--- config.mk ---
export PLATFORM = sky130hd
export DESIGN_NAME = fpu_issue_queue
export DESIGN_NICKNAME = d
export VERILOG_FILES = /design/src/rtl/fpu_issue_queue.sv
export SDC_FILE = /design/constraint.sdc
export NUM_CORES = 1
export LEC_CHECK = 0
export CORE_MARGIN = 2
export CORE_UTILIZATION = 50
export DETAILED_ROUTE_END_ITERATION = 8
export MAX_ROUTING_LAYER = met4
export PLACE_DENSITY = 0.75
export SYNTH_ARGS = -nofsm -noshare
export SYNTH_HDL_FRONTEND = slang
export SYNTH_SLANG_ARGS = --single-unit
--- constraint.sdc ---
create_clock -name clk -period 3.8 [get_ports clk]
set_clock_uncertainty 0.05 [all_clocks]
set_input_delay 0.57 -clock clk [delete_from_list [all_inputs] [get_ports clk]]
set_output_delay 0.57 -clock clk [all_outputs]
set_load 0.01 [all_outputs]
--- src/rtl/fpu_issue_queue.sv ---
// rtl/fpu_issue_queue.sv - operand FIFO and single-issue sequencer in front of an FPU core
// Optional result classification is enabled by defining FPU_ISSUE_CLASSIFY_EN.

module fpu_issue_queue #(
  parameter int DEPTH   = 4,
  parameter int LATENCY = 1
) (
  input  logic        clk,
  input  logic        rst_n,
  input  logic        in_valid,
  output logic        in_ready,
  input  logic [31:0] in_a,
  input  logic [31:0] in_b,
  input  logic [1:0]  in_op,
  input  logic [3:0]  in_tag,
  output logic [31:0] fpu_a,
  output logic [31:0] fpu_b,
  output logic [1:0]  fpu_op,
  input  logic [31:0] fpu_o,
  output logic        out_valid,
  input  logic        out_ready,
  output logic [31:0] out_result,
  output logic [3:0]  out_tag,
  output logic [2:0]  out_flags
);

  localparam int PW   = (DEPTH > 1) ? $clog2(DEPTH) : 1;
  localparam int CNTW = PW + 1;
  localparam int WW   = $clog2(LATENCY + 2);

  typedef enum logic [1:0] {
    IDLE = 2'd0,
    WAIT = 2'd1,
    HOLD = 2'd2
  } state_t;

  typedef struct packed {
    logic [31:0] a;
    logic [31:0] b;
    logic [1:0]  op;
    logic [3:0]  tag;
  } entry_t;

  entry_t          mem_q [DEPTH];
  entry_t          head;

  logic [PW-1:0]   wr_ptr_q, wr_ptr_d;
  logic [PW-1:0]   rd_ptr_q, rd_ptr_d;
  logic [CNTW-1:0] count_q, count_d;
  logic [WW-1:0]   wait_q, wait_d;
  state_t          state_q, state_d;

  logic [31:0]     fpu_a_q, fpu_b_q;
  logic [1:0]      fpu_op_q;
  logic [3:0]      pend_tag_q;
  logic [31:0]     result_q;
  logic [3:0]      tag_q;

  logic            push;
  logic            issue;
  logic            capture;
  logic            hold_valid;

  // Acceptance depends only on occupancy so a same-cycle pop never widens it.
  assign in_ready = (count_q < CNTW'(DEPTH));
  assign push     = in_valid && in_ready;
  assign head     = mem_q[rd_ptr_q];

  // Entry storage; pointers alone define which slots are live, so no reset.
  always_ff @(posedge clk) begin
    if (push) begin
      mem_q[wr_ptr_q] <= '{a: in_a, b: in_b, op: in_op, tag: in_tag};
    end
  end

  // Circular-buffer pointer and occupancy next state.
  always_comb begin
    wr_ptr_d = wr_ptr_q;
    rd_ptr_d = rd_ptr_q;
    count_d  = count_q;
    if (push) begin
      wr_ptr_d = wr_ptr_q + PW'(1);
    end
    if (issue) begin
      rd_ptr_d = rd_ptr_q + PW'(1);
    end
    if (push && !issue) begin
      count_d = count_q + CNTW'(1);
    end else if (!push && issue) begin
      count_d = count_q - CNTW'(1);
    end
  end

  // FIFO pointer and occupancy registers.
  always_ff @(posedge clk) begin
    if (!rst_n) begin
      wr_ptr_q <= '0;
      rd_ptr_q <= '0;
      count_q  <= '0;
    end else begin
      wr_ptr_q <= wr_ptr_d;
      rd_ptr_q <= rd_ptr_d;
      count_q  <= count_d;
    end
  end

  // FSM state register.
  always_ff @(posedge clk) begin
    if (!rst_n) begin
      state_q <= IDLE;
    end else begin
      state_q <= state_d;
    end
  end

  // FSM next state: issue one op, wait out the core latency, hold the result.
  always_comb begin
    state_d = state_q;
    case (state_q)
      IDLE: begin
        if (count_q != '0) begin
          state_d = WAIT;
        end
      end
      WAIT: begin
        if (wait_q == '0) begin
          state_d = HOLD;
        end
      end
      HOLD: begin
        if (out_ready) begin
          state_d = IDLE;
        end
      end
      default: state_d = IDLE;
    endcase
  end

  // FSM outputs: issue strobe, capture strobe and result-valid.
  always_comb begin
    issue      = 1'b0;
    capture    = 1'b0;
    hold_valid = 1'b0;
    case (state_q)
      IDLE:    issue      = (count_q != '0);
      WAIT:    capture    = (wait_q == '0);
      HOLD:    hold_valid = 1'b1;
      default: ;
    endcase
  end

  // Latency counter: loaded on issue, counts down to zero while waiting.
  always_comb begin
    wait_d = wait_q;
    if (issue) begin
      wait_d = WW'(LATENCY);
    end else if ((state_q == WAIT) && (wait_q != '0)) begin
      wait_d = wait_q - WW'(1);
    end
  end

  // Latency counter register.
  always_ff @(posedge clk) begin
    if (!rst_n) begin
      wait_q <= '0;
    end else begin
      wait_q <= wait_d;
    end
  end

  // Core operand registers; they keep the last issued op until the next pop.
  always_ff @(posedge clk) begin
    if (!rst_n) begin
      fpu_a_q    <= '0;
      fpu_b_q    <= '0;
      fpu_op_q   <= '0;
      pend_tag_q <= '0;
    end else if (issue) begin
      fpu_a_q    <= head.a;
      fpu_b_q    <= head.b;
      fpu_op_q   <= head.op;
      pend_tag_q <= head.tag;
    end
  end

  // Result capture; the held values stay stable through HOLD.
  always_ff @(posedge clk) begin
    if (!rst_n) begin
      result_q <= '0;
      tag_q    <= '0;
    end else if (capture) begin
      result_q <= fpu_o;
      tag_q    <= pend_tag_q;
    end
  end

`ifdef FPU_ISSUE_CLASSIFY_EN
  logic [2:0] flags_q;

  // {nan, inf, zero} classification of the captured result.
  function automatic logic [2:0] classify(input logic [31:0] v);
    logic exp_ones;
    logic exp_zero;
    logic frac_zero;
    exp_ones  = (v[30:23] == 8'hFF);
    exp_zero  = (v[30:23] == 8'h00);
    frac_zero = (v[22:0] == 23'd0);
    return {exp_ones && !frac_zero, exp_ones && frac_zero, exp_zero && frac_zero};
  endfunction

  // Flags are registered on the same edge as the result they describe.
  always_ff @(posedge clk) begin
    if (!rst_n) begin
      flags_q <= '0;
    end else if (capture) begin
      flags_q <= classify(fpu_o);
    end
  end

  assign out_flags = flags_q;
`else
  assign out_flags = 3'b000;
`endif

  assign fpu_a      = fpu_a_q;
  assign fpu_b      = fpu_b_q;
  assign fpu_op     = fpu_op_q;
  assign out_valid  = hold_valid;
  assign out_result = result_q;
  assign out_tag    = tag_q;

endmodule

# [Word level (Yosys, flattened, before mapping)]
# Memory sizes are Yosys's and may differ from the RTL's. A register that Yosys moved wholly into a read port is not among the register bits.
# Index checks and enable logic that the tools add are counted.
[op_classes] n_addsub=5 reduce_logical=15 bitwise=1 order_cmp=1 n_eq_ne=5 mux=13
[ops] operator="$mux 1" n=7
[ops] operator="$mux 2" n=3
[ops] operator="$mux 3" n=2
[ops] operator="$ne 2x2->1 const B" n=3
[ops] operator="$pmux 2 s3" n=1
[ops] operator="$reduce_bool 2->1" n=3
[ops] operator="$add 2x1->2 const B" n=2
[ops] operator="$logic_and 1x1->1" n=4
[ops] operator="$logic_not 2->1" n=2
[ops] operator="$add 3x1->3 const B" n=1
[ops] operator="$logic_not 1->1" n=3
[ops] operator="$lt 3x3->1 const B" n=1
[ops] operator="$reduce_and 3->1" n=1
[ops] operator="$reduce_bool 3->1" n=1
[ops] operator="$sub 3x1->3 const B" n=1
[ops] operator="$eq 2x1->1 const B" n=1
[ops] operator="$eq 2x2->1 const B" n=1
[ops] operator="$reduce_or 2->1" n=1
[ops] operator="$sub 2x1->2 const B" n=1
[ops] operator="$not 1->1" n=1
[word_totals] mem_count=1 reg_bits=47 mem_bits_rw=280 output_inout_bits=107 word_cells=49
[mem_list] memory="mem_q" depth=4 word_bits=70 rd=1 rd_ports_with_merged_regs=1 wr=1 line="44" rtl="entry_t mem_q [DEPTH];"

# [Logic depth before layout (Yosys ltp)]
[logic_depth] word_depth=6 ltp_mapped=9

# [Worst setup path after synthesis]
# OpenSTA, ideal clock, no wires.
[synth_timing] path_type="input -> register" startpoint="input in_valid" endpoint="memory mem_q[1][0] (netlist bit) (enable)" stages=3 slack_ns=0.720 arrival_time_ns=2.594 setup_time_ns=0.436 cell_sequence="nor2b_1 -> clkbuf_1 -> and2_1"
[synth_via] elab_chain_len=3
[synth_lines] element="start: declaration" line="10" rtl="input logic in_valid,"
[synth_lines] element="$logic_and 1x1->1" line="66" rtl="assign push = in_valid && in_ready;"
[synth_lines] element="named net push" line="59" rtl="logic push;"
[synth_lines] element="$mux 1" line="71" rtl="if (push) begin"
[synth_lines] element="$mux 1 (not written as such)" line="72" rtl="mem_q[wr_ptr_q] <= '{a: in_a, b: in_b, op: in_op, tag: in_tag};"
[synth_lines] element="end: declaration" line="44"
# The timed path passes the listed nets, and every way through them passes these cells.

# [Final worst setup path]
[layout_timing] startpoint="register state_q[1]" endpoint="output out_valid"
[layout_via] elab_chain_len=2
[layout_lines] element="start: declaration" line="51" rtl="state_t state_q, state_d;"
[layout_lines] element="start signal: assignment" line="112" rtl="state_q <= state_d;"
[layout_lines] element="$eq 2x2->1" line="144" rtl="case (state_q)"
[layout_lines] element="$mux 1" line="144"
[layout_lines] element="end: declaration" line="20" rtl="output logic out_valid,"
# No other way between the ends.

==> results.yml <==
status:
  outcome: "complete, no violations"
timing:
  fmax_mhz: 403
  slew-limit-headroom_pct: 29.4
  timing_hold_violations_final: 0
  period_share_pct: 65.3
  drv_slew: 0
  fin_tns_setup_ns: 0
  tightest_slew_ns: 1.06
  setup_violations: 0
  final.min_clock_period_ns: 2.48
  rsz0062_at_grt: "false"
yosys:
  syn_area_per_cell_um2: 18.9
  synth_cell_type_count: 37
  ys.flop_type: "edfxtp_1"
  yosysWarnings: 0
  ys_seq_area_share_pct: 76.2
  synthArstFlopShare_pct: 0
  ys_seq_elements: 397
  synth_edf_count: 280
  syn_inst: 748
  synth_area_um2: 14100
finish:
  drive_gt1_share_pct: 15.4
  register_area_um2: 10800
  nets: 1081
  fillers: 1971
  area_growth_pct: 27.0
  multi_input_area_um2: 3050
  instances_no_fill: 1379
clock_network:
  clkTransAtPathRegs_ns: 0.05
  cts_sinks: 397
  insertion_delay_ns: 0.52
  cts_setup_buffers: 0
  cts-resized-gates: 0
  cts_tree: "yes"
  htree_levels: 2
  ctsHoldBuffers: 0
  cts_root_buf: "clkbuf_16"
  cts-buffers-inserted: 39
  cts_buffer_depth: 3
worst_setup_path:
  end_kind: "primary output"
  r2r_cells: 9
  start_kind: "register"
  crit_fanout: 10
  critical_path_arrival_ns: 1.86
  worst_ep_required_time_ns: 3.18
  timing_worst_setup_path_type: "reg -> out"
power_and_ir_drop:
  total_leakage_power_nw: 5.96
  peakVddDrop_v: 0.000432
  p_clk_share_pct: 30.2
  power_mw: 12.9
  seqPwrFrac_pct: 45.7
  power.switching_mw: 3.40
  comb_power_share_pct: 24.0
  p_per_area_nw_per_um2: 722
  swShare_pct: 26.3
  p_int_mw: 9.54
global_route:
  grt_overflow: 0
  grt_pass1_wl_um: 41200
  grt_pass1_vias: 7536
  antenna_found_initial: 1
  grtUsageTotal_pct: 18.9
  grt_start_max_net_pins: 73
detailed_routing:
  vias: 7254
  drt-total-wl_um: 26700
  first_pass_iters: 4
  vias_per_cell: 5.26
  drc_errors: 0
  drtAntennaViolNets: 0
  drt_iter0_markers: 414
  wl_per_cell_um: 19.4
run:
  drv_cap: 0
die:
  die_h_um: 172
  fp.dieW_um: 172
  pin_count: 213
  core-area_um2: 27800
  start_util_pct: 50.8
  dieArea_um2: 29600
  rows: 61
placement:
  portBuffers: 209
  routabilityCongestion: 0.712
  dpl.hpwl_um: 16300
  dp_cells: 1305
worst_hold_path:
  hold_class: "reg -> reg"
  hold_depth: 2
per-stage QoR:
stage	util (%)	setup slack (ns)	hold slack, ns	cell area [µm²]
after floorplan	-	0.720	0.382	14100
after global placement	59.7	0.886	0.392	16600
after detailed placement	59.7	0.869	0.397	16600
after CTS	64.5	1.29	0.405	17900
after global routing	64.5	1.19	0.421	17900
final	64.5	1.32	0.401	17900
critical path: stages (launching register included):
cell and delay, ns:
dfxtp_1 0.57, nor2b_1 0.22, clkdlybuf4s50_1 0.57
cells in the final DEF, fill, tap and decap left out, types with 2 or more instances in the layout:
| cell | Yosys | routed |
|---|---|---|
| mux4_2 | 70 | 70 |
| inv_1 | 7 | 7 |
| nor2b_1 | 2 | 2 |
| clkdlybuf4s50_1 | 0 | 209 |
| dfxtp_1 | 117 | 115 |
| xor2_1 | 2 | 2 |
| clkbuf_16 | 0 | 41 |
| clkinv_2 | 0 | 4 |
| diode_2 | 0 | 2 |
| a21oi_1 | 40 | 40 |
| nand2_1 | 73 | 73 |
| ha_1 | 6 | 6 |
| and2_4 | 0 | 4 |
| nor2_1 | 5 | 5 |
| dfxtp_4 | 0 | 2 |
| edfxtp_1 | 280 | 280 |
| bufinv_16 | 0 | 4 |
| buf_4 | 9 | 11 |
| xnor2_1 | 2 | 2 |
| buf_12 | 0 | 5 |
| a22o_1 | 70 | 70 |
| mux2i_1 | 3 | 3 |
| clkbuf_1 | 10 | 13 |
| conb_1 | 1 | 3 |
| clkbuf_8 | 0 | 6 |
| clkinv_1 | 0 | 2 |
| nand2b_1 | 2 | 2 |
cell type report:
cell class              count  share of cell area (%)
flip-flops and latches    397                    60.0
multi-input cells         297                    17.0
repair buffers            225                    12.7
clock buffers              60                    6.46
well taps                 378                    2.64
clock inverters            12                   0.964
inverters                   8                   0.168
diodes                      2                  0.0279
power by group through the flow:
stage / Combinational (mW) / Sequential (mW) / Clock [mW]
global placement: 3.11 / 6.00 / 0
CTS: 3.18 / 5.93 / 3.99
floorplan: 1.77 / 5.98 / 0
finish: 3.11 / 5.92 / 3.91
detailed placement: 3.15 / 6.01 / 0
global route: 3.38 / 6.01 / 4.14
sequential cells by signal, indices dropped and copies added (netlist names):
register,flops
wr_ptr_q,2
mem_q,280
count_q,3
rd_ptr_q,2
fpu_op,2
wait_q,2
pend_tag_q,4
out_result,32
fpu_b,32
out_tag,4
fpu_a,32
state_q,2
layer usage:
layer / vias to the layer above / wire (µm) / global-route usage, %
li1: 3381 / - / -
met5: - / 0 / -
met3: 45 / 1610 / 3.50
met4: 0 / 590 / 5.52
met1: 3623 / 11600 / 24.7
met2: 205 / 12900 / 30.8
cells in the mapped netlist, drive strengths merged (2+ instances only):
master  number  area [µm²]
a21oi       40         200
nand2       73         274
mux2i        3        30.0
and2         4        25.0
nor2b        2        12.5
mux4        70        1580
ha           6        75.1
nor3         2        21.3
inv          8        30.0
xor2         2        17.5
buf         38         265
xnor2        2        17.5
a22o        70         613
dfxtp      117        2340
nor2         5        18.8
nand2b       2        12.5
clkbuf      10        37.5
edfxtp     280        8410
final timing paths:
check	startpoint	slack [ns]	endpoint
worst max-delay path	state_q[1]$_SDFFE_PN0P_	1.32	out_valid
worst min register to register	out_result[24]$_SDFFE_PN0P_	0.40	out_result[24]$_SDFFE_PN0P_
worst min-delay path	out_result[24]$_SDFFE_PN0P_	0.40	out_result[24]$_SDFFE_PN0P_
worst max register to register	count_q[0]$_SDFFE_PN0P_	1.44	count_q[2]$_SDFFE_PN0P_
logic make-up (layout without fill, tap and decap cells):
logic type | Yosys count | count (layout) | share of synthesized area (%)
buffers and inverters | 56 | 305 | 2.36
muxes | 73 | 73 | 11.4
and+or+nand+nor | 95 | 95 | 3.09
adders and majority gates | 7 | 7 | 0.674
AOI/OAI and AO/OA | 115 | 115 | 6.03
DFF | 397 | 397 | 76.2
xor gates and xnor gates | 4 | 4 | 0.248
other | 1 | 5 | 0.0266
Power figures use the tool's default switching activity.
